<file path="src/rtl/reg_bypass_scoreboard.sv">
// ID-stage operand bypass: per-port forwarding from youngest-first pipeline stages,
// same-cycle completion bypass, long-latency busy scoreboard and a stall watchdog.

module reg_bypass_port #(
  parameter int DATA_WIDTH = 32,
  parameter int ADDR_WIDTH = 5,
  parameter int NUM_FWD    = 2
) (
  input  logic                                en_i,
  input  logic [ADDR_WIDTH-1:0]               addr_i,
  input  logic [DATA_WIDTH-1:0]               rdata_i,
  input  logic [NUM_FWD-1:0]                  fwd_we_i,
  input  logic [NUM_FWD-1:0][ADDR_WIDTH-1:0]  fwd_addr_i,
  input  logic [NUM_FWD-1:0]                  fwd_valid_i,
  input  logic [NUM_FWD-1:0][DATA_WIDTH-1:0]  fwd_data_i,
  input  logic                                cmp_valid_i,
  input  logic [ADDR_WIDTH-1:0]               cmp_addr_i,
  input  logic [DATA_WIDTH-1:0]               cmp_data_i,
  input  logic                                busy_i,
  output logic [DATA_WIDTH-1:0]               data_o,
  output logic                                hazard_o
);
  logic hit;

  always_comb begin
    data_o   = '0;
    hazard_o = 1'b0;
    hit      = 1'b0;
    if (en_i && addr_i != '0) begin
      // addr_i is nonzero here, so a stage targeting r0 can never match
      for (int j = 0; j < NUM_FWD; j++) begin
        if (!hit && fwd_we_i[j] && fwd_addr_i[j] == addr_i) begin
          hit = 1'b1;
          if (fwd_valid_i[j]) data_o = fwd_data_i[j];
          else                hazard_o = 1'b1;
        end
      end
      if (!hit) begin
        if (cmp_valid_i && cmp_addr_i == addr_i) data_o = cmp_data_i;
        else if (busy_i)                          hazard_o = 1'b1;
        else                                      data_o = rdata_i;
      end
    end
  end
endmodule

module reg_bypass_scoreboard #(
  parameter int DATA_WIDTH = 32,
  parameter int ADDR_WIDTH = 5,
  parameter int NUM_READ   = 2,
  parameter int NUM_FWD    = 2,
  parameter int MAX_STALL  = 15
) (
  input  logic                           clk,
  input  logic                           rst,
  input  logic [NUM_READ-1:0]            read_en,
  input  logic [NUM_READ*ADDR_WIDTH-1:0] read_addr,
  input  logic [NUM_READ*DATA_WIDTH-1:0] reg_data,
  input  logic [NUM_FWD-1:0]             fwd_we,
  input  logic [NUM_FWD*ADDR_WIDTH-1:0]  fwd_addr,
  input  logic [NUM_FWD-1:0]             fwd_valid,
  input  logic [NUM_FWD*DATA_WIDTH-1:0]  fwd_data,
  input  logic                           issue_valid,
  input  logic [ADDR_WIDTH-1:0]          issue_addr,
  input  logic                           complete_valid,
  input  logic [ADDR_WIDTH-1:0]          complete_addr,
  input  logic [DATA_WIDTH-1:0]          complete_data,
  input  logic                           flush,
  output logic [NUM_READ*DATA_WIDTH-1:0] read_data,
  output logic                           stall,
  output logic [2**ADDR_WIDTH-1:0]       busy,
  output logic [7:0]                     stall_count,
  output logic                           timeout
);
  localparam int NREG = 2**ADDR_WIDTH;

  logic [NUM_READ-1:0] hazard;
  logic [NREG-1:0]     busy_q, busy_d;
  logic [7:0]          cnt_q, cnt_d;
  logic                to_q, to_d;

  for (genvar i = 0; i < NUM_READ; i++) begin : g_port
    reg_bypass_port #(
      .DATA_WIDTH(DATA_WIDTH), .ADDR_WIDTH(ADDR_WIDTH), .NUM_FWD(NUM_FWD)
    ) u_port (
      .en_i        (read_en[i]),
      .addr_i      (read_addr[i*ADDR_WIDTH +: ADDR_WIDTH]),
      .rdata_i     (reg_data[i*DATA_WIDTH +: DATA_WIDTH]),
      .fwd_we_i    (fwd_we),
      .fwd_addr_i  (fwd_addr),
      .fwd_valid_i (fwd_valid),
      .fwd_data_i  (fwd_data),
      .cmp_valid_i (complete_valid),
      .cmp_addr_i  (complete_addr),
      .cmp_data_i  (complete_data),
      .busy_i      (busy_q[read_addr[i*ADDR_WIDTH +: ADDR_WIDTH]]),
      .data_o      (read_data[i*DATA_WIDTH +: DATA_WIDTH]),
      .hazard_o    (hazard[i])
    );
  end

  assign stall = (|hazard) & ~flush;

  always_comb begin
    busy_d = busy_q;
    if (flush) begin
      busy_d = '0;
    end else begin
      // clear before set so an issue colliding with a completion stays busy
      if (complete_valid) busy_d[complete_addr] = 1'b0;
      if (issue_valid)    busy_d[issue_addr]    = 1'b1;
      busy_d[0] = 1'b0;
    end
  end

  always_comb begin
    cnt_d = '0;
    to_d  = to_q;
    if (stall) begin
      cnt_d = (cnt_q == 8'hFF) ? cnt_q : cnt_q + 8'd1;
      if (cnt_q == 8'(MAX_STALL - 1)) to_d = 1'b1;
    end
  end

  always_ff @(posedge clk) begin
    if (!rst) begin
      busy_q <= '0;
      cnt_q  <= '0;
      to_q   <= 1'b0;
    end else begin
      busy_q <= busy_d;
      cnt_q  <= cnt_d;
      to_q   <= to_d;
    end
  end

  assign busy        = busy_q;
  assign stall_count = cnt_q;
  assign timeout     = to_q;
endmodule

</file>
<file path="config.mk">
export PLATFORM = sky130hd
export DESIGN_NAME = reg_bypass_scoreboard
export DESIGN_NICKNAME = d
export VERILOG_FILES = /design/src/rtl/reg_bypass_scoreboard.sv
export SDC_FILE = /design/constraint.sdc
export NUM_CORES = 1
export LEC_CHECK = 0
export BUFFER_PORTS_ARGS = -buffer_cell sky130_fd_sc_hd__buf_2
export CELL_PAD_IN_SITES_DETAIL_PLACEMENT = 1
export CELL_PAD_IN_SITES_GLOBAL_PLACEMENT = 2
export CORE_ASPECT_RATIO = 0.6
export CORE_UTILIZATION = 22
export DETAILED_ROUTE_END_ITERATION = 6
export GPL_ROUTABILITY_DRIVEN = 0
export PLACE_DENSITY_LB_ADDON = 0.1
export SLEW_MARGIN = 20
export SYNTH_ARGS = -nofsm -noshare
export SYNTH_HDL_FRONTEND = slang
export SYNTH_SLANG_ARGS = --single-unit
</file>
<file path="constraint.sdc">
create_clock -name clk -period 3.2 [get_ports clk]
set_input_delay 0.32 -clock clk [delete_from_list [all_inputs] [get_ports clk]]
set_output_delay 0.32 -clock clk [all_outputs]
set_load 0.05 [all_outputs]
</file>
Word level (Yosys, flattened, before mapping):

Cells that the tools add are included.
Widths: inputs -> output; s select.

* flip-flop bits (word level): 41
* input bits: 201
* output and inout port bits: 106
* word-level logic and storage cells: 94

* add/subtract/negate cells: 1
* magnitude comparators: 6
* eq/ne operators: 8
* multiplexer cells: 49
* bitwise logic cells: 6
* reduce and logical (&&, ||, !) cells: 20

Operators by type and width (count)
* $mux 32: 18
* $and 32x32->32: 1
* $not 32->32: 1
* $or 32x32->32: 1
* $eq 5x5->1: 6
* $mux 1: 27
* $lt 5x6->1 const B: 4
* $logic_and 1x1->1: 12
* $bmux 1 s5: 2
* $demux 1 s5: 2
* $ge 5x1->1 const B: 2
* $reduce_bool 5->1: 2
* $add 8x1->8 const B: 1
* $eq 8x4->1 const B: 1
* $eq 8x8->1 const B: 1
* $reduce_and 2->1: 2
* $reduce_or 2->1: 2
* $logic_not 1->1: 2
* $not 1->1: 2
* $and 1x1->1: 1

Logic depth before layout (Yosys ltp):

* depth after elaboration: 15
* gate-level depth with buffers: 11
* mapped depth without buffers: 7

Modules after synthesis:

Synthesis repeated with hierarchy kept, for this count alone.

* cells, all modules: 617
* area total of the unflattened synthesis: 5118.7 um2

By module, submodules not included
* reg_bypass_port: instances 2, cells each 168, area an instance 1428.9 um2, sequential area each 0.0 um2
* reg_bypass_scoreboard: instances 1, cells each 281, area an instance 2260.9 um2, sequential area each 800.8 um2

Worst setup path after synthesis:

No wires, ideal clock.

* path kind: input to output
* start point: input port read_addr[1]
* end point: output port read_data[10]
* data arrival time: 2957 ps
* data required time: 2880 ps
* path slack: -77 ps
* stages: 10
* buffers on the path: 3
* path through: clkbuf_1 > xor2_1 > nor4_1 > and3_1 > clkbuf_1 > nor2_1 > nand2_1 > buf_1 > o221ai_2 > a21oi_1

* longest elaborated chain between the ends: 12
* elaborated cells between the ends (all ways): 23
* those cells by class: eq/ne: 3; mux: 13; reduce/logical: 7

Ends and longest elaborated chain
* start, declared: RTL line 57 `input logic [NUM_READ*ADDR_WIDTH-1:0] read_addr,`
* $eq 5x5->1: RTL line 32 `if (!hit && fwd_we_i[j] && fwd_addr_i[j] == addr_i) begin`
* $logic_and 1x1->1: RTL line 32
* $mux 1: RTL line 32
* $mux 1: RTL line 29 `if (en_i && addr_i != '0) begin`
* $logic_not 1->1: RTL line 32
* $logic_and 1x1->1 (2 in a row): RTL line 32
* $mux 32: RTL line 32
* $mux 32: RTL line 40 `else if (busy_i) hazard_o = 1'b1;`
* $mux 32: RTL line 39 `if (cmp_valid_i && cmp_addr_i == addr_i) data_o = cmp_data_i;`
* $mux 32: RTL line 38 `if (!hit) begin`
* $mux 32 (*): RTL line 29
* end, declared: RTL line 69 `output logic [NUM_READ*DATA_WIDTH-1:0] read_data,`

Mark *: on every way between the ends. The rest lies on a longest branch, timed or not. The select of a mux whose other input is x is not followed.

Worst setup path in the final report:

* start point: register busy_q[13], in the netlist busy[13]
* end point: output port read_data[25]

* longest elaborated chain between the ends: 6

Ends and longest elaborated chain
* start, declared: RTL line 78 `logic [NREG-1:0] busy_q, busy_d;`
* start signal, assigned: RTL line 131 `busy_q <= busy_d;`
* $bmux 1 s5: RTL line 96 `.busy_i (busy_q[read_addr[i*ADDR_WIDTH +: ADDR_WIDTH]]),`
* $mux 1 (not written as such): RTL line 96
* $mux 32: RTL line 40
* $mux 32: RTL line 39
* $mux 32: RTL line 38
* $mux 32: RTL line 29

No other way between the ends. The select of a mux whose other input is x is not followed.

==> results.cfg <==
[clock_tree]
clock_tree.root_cell = clkbuf_16
clockBufferDepth = 2
cts_made_buffers = 5
cts_tree = yes
clkTransAtPathRegs_ns = 0.06
clkLatencyLatePin_ns = 0.30
cts.htree.levels = 2
postCtsSetupRepairBufs = 0
cts-hold-fix-buffers = 0
cts_sinks = 40

[timing]
worstMarginPinSlew_ns = 0.919
tns_ns = 0
max_freq_ghz = 0.316
period_share = 0.988
min_period_ns = 3.16
setup_viol = 0
slew_headroom = 0.385
clock_skew_ns = 0.00636
maxSlewViolCount = 0
rsz0062_at_grt = true
hold_viol = 0

[worst_setup_path]
reg2reg_depth = 9
r2r_start = busy[20]
critPathKind = reg2out
reg2reg_to = stall_count[6]
crit_start = busy[13]
path_cells = mux4_2 -> a221oi_2 -> o31a_1 -> a311oi_2 -> or4_4 -> buf_12 -> o221ai_2 -> a21oi_2 -> buf_4
cp_max_fo = 16
cp_slowest_stage_delay_ns = 0.58
critPathCaptureType = output pin
r2r_setup_slack_ns = 0.68
cp_slowest_cell = or4_4
cp.arrival_ns = 2.84
endpoint = read_data[25]
critPathLaunchType = flop
cp.required_ns = 2.88

[layout]
area_growth_pct = 55.9
drive_above_1_share = 0.519
fin_cells = 1146
fin_util = 0.356
register_area_sq_um = 806
fill_cells = 2490
multiInputGateArea_sq_mm = 0.00372
layout.nets = 1074

[yosys]
synth_edf_count = 0
yosysUniqueCellTypes = 53
netlist_instances = 587
synth-seq-area-share = 0.172
synth-compound-area-share = 0.452
synthesis.area_sq_mm = 0.00465
yosys.area_share.adder = 0.00538
synth_mux_area_frac = 0.0729
yosys_register_bits = 40
synth-async-reset-ratio = 0
synth.net_count = 790
ys_warn_count = 0
synthSimpleGateAreaFrac = 0.160
synth_top_family_by_area = compound AO/OA/AOI/OAI gates
synth_xor_area_frac = 0.0659
avgSynthCellArea_sq_um = 7.92
synthFlopType = dfxtp_1

[floorplan]
die_area_sq_mm = 0.0217
dieWidth_um = 190
fp-row-count = 40
fp.coreArea_sq_mm = 0.0204
die_h_um = 115
initial_core_util = 0.228
io_pins = 307

[routing]
first_pass_iters = 4
detail_route.iter0.violations = 362
wl_mm = 28.2
postRouteAntennaNets = 0
wire_per_inst_um = 24.6
route.detailed.drc = 0
vias = 6511
avgViaCountPerCell = 5.68

[global_routing]
gr-total-overflow = 0
antenna_found_initial = 2
grt_usage = 0.249
grt_pass1_wl_mm = 41.2
grt_max_degree = 41
grt_pass1_vias = 6836

[place]
placed_cells = 1135
hpwl_mm = 21.3
port_buffers = 305

[outcome]
status = finished clean

[hold_path]
hold_class = in2reg

[power_and_ir_drop]
ir_worst_vdd_mv = 0.197
power.density_mw_per_mm2 = 306
power_w = 0.00222
power.leakage_nw = 2.89

[job]
max_cap_violations = 0
==> stage by stage <==
stage / cell area [sq um] / worst slack, ns / hold slack, ns
2_1_floorplan: 4760 / 0.0358 / 0.433
5_1_grt: 7250 / -0.0725 / 0.278
3_3_place_gp: 6770 / -0.118 / 0.431
4_1_cts: 7030 / 0.00144 / 0.262
6_report: 7250 / 0.0377 / 0.266
3_5_place_dp: 6770 / -0.127 / 0.451
==> cell families (layout without fill, tap and decap cells) <==
family,after synthesis,count (layout)
adder cells (fa/ha/maj),2,2
buffers and inverters,77,362
flip-flops,40,40
AND/OR/NAND/NOR,138,138
other,1,2
AO/OA/AOI/OAI,273,273
multiplexers,21,21
XOR/XNOR,35,35
==> layout by cell type (no fill, tap or decap), types with 4 or more instances in the layout <==
cell type / n
mux2i_1: 7
dfxtp_1: 36
nand3b_1: 9
xnor2_1: 7
buf_12: 9
nor3_1: 8
and3_1: 10
dfxtp_2: 4
inv_1: 6
mux4_2: 10
o221ai_2: 30
a21oi_2: 30
a21oi_1: 65
and3b_1: 4
a32oi_1: 64
xor2_1: 28
buf_6: 30
nand4_1: 6
o221ai_1: 32
nand2_1: 41
nand3_1: 9
buf_4: 34
clkbuf_16: 6
o21ai_0: 31
nor2b_1: 6
buf_2: 273
nor3b_1: 5
nor4_1: 7
nor2_1: 13
==> worst max-delay path, delay by kind of cell (launching register included) <==
| kind | cells | cell delay, ns |
|---|---|---|
| buffers and inverters | 2 | 0.40 |
| AOI/OAI and AO/OA | 5 | 0.73 |
| muxes | 1 | 0.49 |
| and+or+nand+nor | 1 | 0.58 |
| DFF | 1 | 0.33 |
==> what timing repair did <==
action / 4_1_cts / 5_1_grt
endpoints found under the hold margin: 0 / 0
setup endpoints to repair: 32 / 64
resized for setup: 24 / 63
gates cloned: 1 / 1
pin swaps: 1 / 0
==> where the power goes <==
part           switching (W)  leakage, nW  internal, W
Sequential        0.00000361        0.324     0.000500
Combinational       0.000733         2.48     0.000382
Clock               0.000230       0.0798     0.000367
Total               0.000966         2.89      0.00125
==> cell type report <==
| cell class | instances | share of cell area |
|---|---|---|
| antenna | 1 | 0.000345 |
| clock buffer | 5 | 0.0173 |
| clock inverter | 3 | 0.00587 |
| inverter | 6 | 0.00311 |
| multi-input combinational | 470 | 0.513 |
| sequential | 40 | 0.111 |
| tap | 273 | 0.0471 |
| timing repair buffer | 348 | 0.302 |
==> synthesized netlist by cell type (2+ instances only) <==
master     count  area (sq um)
a2111oi_0      2          17.5
a21oi_1       95           475
a221oi_1       3          26.3
a311oi_1       2          17.5
a32oi_1       64           561
and2_1         2          12.5
and3_1        11          68.8
and3b_1        4          35.0
buf_1          8          30.0
buf_2          7          35.0
buf_6          3          33.8
clkbuf_1      51           191
dfxtp_1       40           801
ha_1           2          25.0
inv_1          6          22.5
mux2_2         3          33.8
mux2i_1        8          80.1
mux4_2        10           225
nand2_1       43           161
nand2b_1       3          18.8
nand3_1        9          45.0
nand3b_1       9          67.6
nand4_1        6          37.5
nor2_1        14          52.6
nor2b_1        6          37.5
nor3_1         9          45.0
nor3b_1        5          37.5
nor4_1         8          50.1
o21ai_0       32           160
o221ai_1      33           289
o221ai_2      30           450
o31a_1         2          17.5
o31ai_1        2          15.0
or3b_2         3          26.3
xnor2_1        7          61.3
xor2_1        28           245
==> layer usage <==
metal  GRT usage  wire length, um  up-vias
li1            -                -     2955
met2       0.382            12400      280
met4      0.0419              213        2
met1       0.355            13600     3252
met5           0                8        -
met3      0.0595             1920       22
==> flip-flops by register name, summed over array words and instances, names as in the netlist <==
signal / count
busy: 31
timeout: 1
stall_count: 8
==> how the worst min path moves through the flow <==
| stage | slack (ns) | end | depth (start not counted) | start |
|---|---|---|---|---|
| finish | 0.27 | timeout | 3 | rst |
| CTS | 0.26 | timeout | 3 | rst |
| floorplan | 0.43 | timeout | 2 | rst |
| global route | 0.28 | timeout | 3 | rst |
| detailed placement | 0.45 | timeout | 2 | timeout |
| global placement | 0.43 | timeout | 2 | timeout |
No activity file was read; power rests on OpenSTA's default activity.
